## config.mk

```make
export PLATFORM = sky130hd
export DESIGN_NAME = sha2_t2_pipe
export DESIGN_NICKNAME = d
export VERILOG_FILES = /design/src/rtl/sha2_pkg.sv /design/src/rtl/sha2_pipe_stage.sv /design/src/rtl/sha2_t2_pipe.sv
export SDC_FILE = /design/constraint.sdc
export NUM_CORES = 1
export LEC_CHECK = 0
export CELL_PAD_IN_SITES_DETAIL_PLACEMENT = 2
export CELL_PAD_IN_SITES_GLOBAL_PLACEMENT = 2
export CORE_MARGIN = 2
export CORE_UTILIZATION = 32
export CTS_BUF_LIST = sky130_fd_sc_hd__clkbuf_8
export CTS_CLUSTER_SIZE = 20
export DETAILED_ROUTE_END_ITERATION = 8
export PLACE_DENSITY_LB_ADDON = 0.25
export SYNTH_ARGS = -nofsm -noshare
export SYNTH_HDL_FRONTEND = slang
export SYNTH_SLANG_ARGS = --single-unit
```

## constraint.sdc

```tcl
create_clock -name clk -period 5.11 [get_ports clk]
set_input_delay 1.022 -clock clk [delete_from_list [all_inputs] [get_ports clk]]
set_output_delay 1.022 -clock clk [all_outputs]
set_load 0.03 [all_outputs]
```

## src/rtl/sha2_pkg.sv

```systemverilog
// sha2_pkg: SHA-2 rotation constants and round-function helpers for 32/64-bit words
package sha2_pkg;
  localparam int ROT32_S0 [3] = '{2, 13, 22};
  localparam int ROT64_S0 [3] = '{28, 34, 39};
  function automatic logic [63:0] rotr(input logic [63:0] x, input int n, input int w);
    logic [63:0] m, v;
    m = (w == 64) ? '1 : ((64'd1 << w) - 64'd1);
    v = x & m;
    return ((v >> n) | (v << (w - n))) & m;
  endfunction
  function automatic logic [63:0] big_sigma0(input logic [63:0] x, input int w);
    return (w == 64) ?
      (rotr(x, ROT64_S0[0], w) ^ rotr(x, ROT64_S0[1], w) ^ rotr(x, ROT64_S0[2], w)) :
      (rotr(x, ROT32_S0[0], w) ^ rotr(x, ROT32_S0[1], w) ^ rotr(x, ROT32_S0[2], w));
  endfunction
  function automatic logic [63:0] maj(input logic [63:0] x, input logic [63:0] y, input logic [63:0] z);
    return (x & y) ^ (x & z) ^ (y & z);
  endfunction
endpackage

```

## src/rtl/sha2_pipe_stage.sv

```systemverilog
// sha2_pipe_stage: valid/ready register slice; BYPASS=1 turns it into a zero-latency skid entry
module sha2_pipe_stage #(
  parameter int W      = 32,
  parameter bit BYPASS = 1'b0
) (
  input  logic         clk,
  input  logic         rst,
  input  logic         in_valid,
  output logic         in_ready,
  input  logic [W-1:0] in_data,
  output logic         out_valid,
  input  logic         out_ready,
  output logic [W-1:0] out_data
);
  logic         valid_q, valid_d, load;
  logic [W-1:0] data_q, data_d;
  // a slice refills whenever it is empty or draining; a skid only captures a word the sink refused
  always_comb begin
    load    = BYPASS ? (in_valid && !valid_q && !out_ready) : (in_valid && (!valid_q || out_ready));
    valid_d = BYPASS ? (valid_q ? !out_ready : load) : ((!valid_q || out_ready) ? in_valid : valid_q);
    data_d  = load ? in_data : data_q;
  end
  // state registers, cleared synchronously
  always_ff @(posedge clk) begin
    if (rst) begin
      valid_q <= 1'b0;
      data_q  <= '0;
    end else begin
      valid_q <= valid_d;
      data_q  <= data_d;
    end
  end
  assign in_ready  = BYPASS ? !valid_q : (!valid_q || out_ready);
  assign out_valid = valid_q || (BYPASS && in_valid);
  assign out_data  = (BYPASS && !valid_q) ? in_data : data_q;
endmodule

```

## src/rtl/sha2_t2_pipe.sv

```systemverilog
// sha2_t2_pipe: two-stage elastic SHA-2 T2 = Sigma0(a) + Maj(a,b,c); optional new_a under SHA2_T2_NEW_A_EN
module sha2_t2_pipe
  import sha2_pkg::*;
#(
  parameter int WORD = 32,
  parameter int SKID = 0
) (
  input  logic            clk,
  input  logic            rst,
  input  logic            in_valid,
  output logic            in_ready,
  input  logic [WORD-1:0] a,
  input  logic [WORD-1:0] b,
  input  logic [WORD-1:0] c,
`ifdef SHA2_T2_NEW_A_EN
  input  logic [WORD-1:0] t1,
  output logic [WORD-1:0] new_a,
`endif
  output logic            out_valid,
  input  logic            out_ready,
  output logic [WORD-1:0] t2
);
`ifdef SHA2_T2_NEW_A_EN
  localparam int P1 = 3 * WORD;
  localparam int P2 = 2 * WORD;
`else
  localparam int P1 = 2 * WORD;
  localparam int P2 = WORD;
`endif
  if (!(WORD == 32 || WORD == 64)) begin : g_bad_word
    $error("sha2_t2_pipe: WORD must be 32 or 64");
  end
  logic [WORD-1:0] sig, mj, s1_sig, s1_mj, sum;
  logic [P1-1:0]   s1_in, s1_out;
  logic [P2-1:0]   s2_in, s2_out, res;
  logic            s1_v, s1_rdy, s2_v, s2_rdy;
  // round-function terms from the raw working variables, packed for stage 1
  always_comb begin
    sig   = WORD'(big_sigma0(64'(a), WORD));
    mj    = WORD'(maj(64'(a), 64'(b), 64'(c)));
`ifdef SHA2_T2_NEW_A_EN
    s1_in = {t1, sig, mj};
`else
    s1_in = {sig, mj};
`endif
  end
  sha2_pipe_stage #(.W(P1), .BYPASS(1'b0)) u_s1 (
    .clk(clk), .rst(rst),
    .in_valid(in_valid), .in_ready(in_ready), .in_data(s1_in),
    .out_valid(s1_v), .out_ready(s1_rdy), .out_data(s1_out)
  );
  // final modular adds feeding stage 2; carry out is dropped by the WORD-wide sum
  always_comb begin
    s1_sig = s1_out[2*WORD-1:WORD];
    s1_mj  = s1_out[WORD-1:0];
    sum    = s1_sig + s1_mj;
`ifdef SHA2_T2_NEW_A_EN
    s2_in  = {s1_out[3*WORD-1:2*WORD] + sum, sum};
`else
    s2_in  = sum;
`endif
  end
  sha2_pipe_stage #(.W(P2), .BYPASS(1'b0)) u_s2 (
    .clk(clk), .rst(rst),
    .in_valid(s1_v), .in_ready(s1_rdy), .in_data(s2_in),
    .out_valid(s2_v), .out_ready(s2_rdy), .out_data(s2_out)
  );
  if (SKID != 0) begin : g_skid
    sha2_pipe_stage #(.W(P2), .BYPASS(1'b1)) u_skid (
      .clk(clk), .rst(rst),
      .in_valid(s2_v), .in_ready(s2_rdy), .in_data(s2_out),
      .out_valid(out_valid), .out_ready(out_ready), .out_data(res)
    );
  end else begin : g_direct
    assign out_valid = s2_v;
    assign s2_rdy    = out_ready;
    assign res       = s2_out;
  end
  assign t2 = res[WORD-1:0];
`ifdef SHA2_T2_NEW_A_EN
  assign new_a = res[2*WORD-1:WORD];
`endif
endmodule

```

---- Word-level counts from Yosys, hierarchy flattened ----
Index checks and enable logic that the tools add are counted.
cells by class
  $add $sub $neg .......................... 1
  multiply operators ...................... 0
  divide/modulo/power cells ............... 0
  magnitude comparators ................... 0
  equality and inequality tests ........... 0
  shift operators ......................... 0
  multiplexer cells ....................... 0
  bitwise logic cells ..................... 10
  reductions and logical operators ........ 6
operator list
  cell               number
  $xor 32x32->32     4
  $and 32x32->32     3
  $add 32x32->32     1
  $or 10x32->32      1
  $or 19x32->32      1
  $or 30x32->32      1
  $logic_and 1x1->1  2
  $logic_not 1->1    2
  $logic_or 1x1->1   2
word-level totals
  register bits after elaboration ......... 98
  bits in latches ......................... 0
  RAM bits ................................ 0
  bits in read-only memories .............. 0
  input port bits ......................... 100
  memories ................................ 0

---- Longest topological paths before layout ----
  depth in word-level cells ............... 4
  mapped depth ............................ 9

---- By module ----
Synthesis repeated with hierarchy kept, for this count alone.
unflattened totals
  cell total of the unflattened synthesis .. 751
  area, all modules ....................... 6658.9 µm²
by module, submodules not included
  module                  instances  cells each  area an instance (µm²)  sequential area each (µm²)
  sha2_pipe_stage (u_s1)  1          295         2801.4                  1301.2
  sha2_t2_pipe            1          306         2413.6                  0.0
  sha2_pipe_stage (u_s2)  1          150         1443.9                  660.6

---- Worst setup path before layout ----
Ideal clock, no wire load.
  kind .................................... in2reg
  start ................................... input port out_ready
  end ..................................... register u_s1.data_q[24], in the netlist u_s1.out_data[24]
  setup time .............................. 91 ps
  arrival ................................. 2450 ps
  data required time ...................... 5019 ps
  setup slack ............................. 2569 ps
  stages on the path ...................... 7
  path buffers ............................ 3
  cells stage by stage .................... nor2b_1 nand2_1 and2_1 clkbuf_1 clkbuf_1 buf_1 a311oi_1
between the ends
  longest elaborated chain between the ends .. 3
ends and longest elaborated chain
  item                  RTL line               source
  from (decl)           sha2_t2_pipe.sv:20     input logic out_ready,
  $logic_or 1x1->1      sha2_pipe_stage.sv:33  assign in_ready = BYPASS ? !valid_q : (!valid_q || out_ready);
  $logic_or 1x1->1      --
  via in_ready          sha2_t2_pipe.sv:11     output logic in_ready,
  $logic_and 1x1->1     sha2_pipe_stage.sv:19  load = BYPASS ? (in_valid && !valid_q && !out_ready) : (in_valid && (!valid_q || out_ready));
  to (signal assigned)  sha2_pipe_stage.sv:30  data_q <= data_d;
  to (decl)             sha2_pipe_stage.sv:16  logic [W-1:0] data_q, data_d;
The timed path passes the listed nets, and every way through them passes these cells.
A chain may end at the register's enable or synchronous reset.

---- Worst setup path after layout ----
  start ................................... input port out_ready
  end ..................................... output port in_ready
between the ends
  longest elaborated chain between the ends .. 2
ends and longest elaborated chain
  item                            RTL line
  $logic_or 1x1->1 (2 in series)  sha2_pipe_stage.sv:33
  to (decl)                       sha2_t2_pipe.sv:11
No other way between the ends.

==> results.md <==
- Cell taking the most area after synthesis: dfxtp_1
- Ranking of synthesized cells by area: dfxtp_1, xnor2_1, nand2_1, a21oi_1, ha_1
- Initial core utilization: 32.9%
- Worst Skew: 0.0143 ns
- Overall power: ~0.002 W
- Final period util: 67.9%
- Drc violations: 0
- Clock-pin slew on the worst setup and hold paths: around 0.11 ns
- Synth Flop Type: dfxtp_1
- Critical path class: in2out
- Status: finished clean
- Avg WL per Cell: 20.2 um
- First-pass detailed-route iteration total: 4
- Unique masters post-synth: 58
- RR Startpoint: u_s1.out_data[0]
- CTS root buf: clkbuf_8
- CP Capture Type: output pin
- Final Max Tran Viols: 0
- Sum Neg Setup Slack: 0 ns
- Sequential area share after synthesis: approximately 33%
- Number of vias per cell: 5.50
- Vias after detailed routing: around 6000
- Worst skew pair latency: ~0.40 ns
- Vias in the first global route: 6570
- Min Clock Period, post-route: about 3.5 ns
- Largest fanout on the critical path: 5
- Yosys top cell area share: approximately 33%
- Average cell area after synthesis: 7.79 um^2
- Sequential Power Share: 43.6%
- Ys async rst share: 0%
- CTS sink cnt: 98
- Max layer used: met4
- Pwr Density: between 200 and 300 nW/um^2
- Top achievable clock speed: between 200 and 300 MHz
- Initial antenna violation count: 0
- Int Pwr: around 0.0013 W
- TritonCTS Buffers: 9
- Clk pwr share: 26.2%
- Max-cap violation count: 0
- Top Ports: 134
- Share of layout cells above drive strength 1: 3.64%
- Clock Path Buffers: 2
- Critical path launch point type: primary input
- Antenna-violating nets left: 0
- Final net count: 1006
- Leakage: 2.85 nW
- Hpwl dp: around 18000 um
- Met3 Wirelength: ~760 um
- Final setup vio count: 0
- Die Ht: between 100 and 150 um
- CP Data Arrival Time: between 2 and 2.5 ns
- Global route total overflow: 0
- Number of H-tree levels: 3
- Post-CTS setup buffer count: 0
- HP Class: reg2reg
- Mapped Cells: 763
- Hold path start: u_s2.out_data[17]
- RSZ-0062 raised after global routing: no
- Hold_buf cts: 0
- Max VDD drop: 0.000111 V
- Slowest CP cell: clkdlybuf4s50_1
- Die width: 140 um
- Die footprint: 19700 um^2
- Wl on met1: 11000 um
- Power share of the combinational group: 30.1%
- Synth Cell Area: 5940 um^2
- CP required: 4.09 ns
- Final WL: 22400 um
- Slew Limit Headroom: between 20% and 30%
- Port bufs: ~130
- Slew @ Worst Pin: 1.18 ns
- Number of synthesis warnings: 0
- Row count: 49
- Post-synth top cells: nand2_1, dfxtp_1, a21oi_1
- Post_cts resized: 0
- Most used cell, CP: clkdlybuf4s50_1
- CTS tree: yes
- Post-route setup slack: 1.64 ns
- Antenna diodes: 0
- First-pass GRT wire length: around 36000 um
- Sw frac: 36.1%
- P&R area growth vs syn: 28.5%
- DR WL met2: 10100 um
- Worst path max stage delay: 0.61 ns
- Largest net degree at the start of global routing: 48
- Switching power: 0.000719 W
- Hold Vio Cnt, Final: 0
- Place WS: 1.64 ns
- Syn_nets: a little under 900
- Routability congestion estimate from global placement: 0.836
- Post-synth EDFFs: 0
- Yosys reg bits: a little under 100
- CP startpoint: out_ready
- Total track usage: 23.0%
- Initial DRC Count: between 200 and 300
- Most frequent cell after synthesis: nand2_1
- Worst-path cell chain: clkdlybuf4s50_1 -> nor2b_1 -> nand2_1 -> clkdlybuf4s50_1
- Core area: approximately 18000 um^2
## power by group through the flow
stage | Clock, W | Sequential [W] | Combinational, W
floorplan | 0 | 0.000902 | 0.000316
global placement | 0 | 0.000882 | 0.000574
detailed placement | 0 | 0.000886 | 0.000596
CTS | 0.000538 | 0.000869 | 0.000601
global route | 0.000567 | 0.000876 | 0.000654
finish | 0.000523 | 0.000869 | 0.000599
## routing by layer
metal	vias up	GRT usage (%)
met5	-	0
met3	30	3.08
li1	2958	-
met2	139	37.7
met1	2969	31.1
met4	0	8.13
## metrics by stage
| stage | utilization (%) | hold WS (ns) | cell area [um^2] | std cells |
|---|---|---|---|---|
| 6_report | 42.2 | 0.466 | 7630 | 1108 |
| 5_1_grt | 42.2 | 0.484 | 7630 | 1108 |
| 4_1_cts | 42.2 | 0.470 | 7630 | 1108 |
| 3_5_place_dp | 41.2 | 0.456 | 7440 | 1092 |
| 3_3_place_gp | 41.2 | 0.445 | 7440 | 1092 |
| 2_1_floorplan | - | 0.436 | 5940 | 763 |
## logic make-up (layout without fill, tap and decap cells)
group,after synthesis,in the layout,share of synthesized area (%)
buffers and inverters,49,165,3.24
AO/OA/AOI/OAI,237,237,25.5
AND/OR/NAND/NOR,269,269,19.8
flip-flops,98,98,33.0
XOR/XNOR,77,77,11.3
multiplexers,1,1,0.189
adder cells (fa/ha/maj),32,32,6.86
## area by class of cell
class,instances,area (um^2)
multi-input combinational,616,3790
tap,229,287
clock buffer,9,124
fill,2054,10500
sequential,98,1960
inverter,11,41.3
clock inverter,7,67.6
timing repair buffer,138,1360
## placed cells by master (no fill, tap or decap), types with 8 or more instances in the layout
cell type / count
a21o_1: 8
a21oi_1: 79
a311oi_1: 33
and3_1: 9
clkbuf_8: 9
clkdlybuf4s50_1: 132
dfxtp_1: 98
ha_1: 31
inv_1: 10
nand2_1: 140
nand3_1: 14
nor2_1: 56
nor3_1: 10
o21ai_0: 61
or3_1: 10
xnor2_1: 72
## worst max-delay path, delay by kind of cell
kind,cells,cell delay [ns]
buffers and inverters,2,1.01
and+or+nand+nor,2,0.41
## state kept, by name (all words and copies together) (netlist names)
signal	cells
u_s1.out_data	64
u_s2.out_data	32
u_s1.out_valid	1
u_s2.out_valid	1
## final timing paths
kind | endpoint | slack [ns] | cells past startpoint
worst max-delay path | in_ready | 1.64 | 4
worst min-delay path | u_s2.out_data[17] | 0.47 | 2
worst max register to register | u_s2.out_data[24] | 2.26 | 9
worst min register to register | u_s2.out_data[17] | 0.47 | 2
Power figures use the tool's default switching activity.
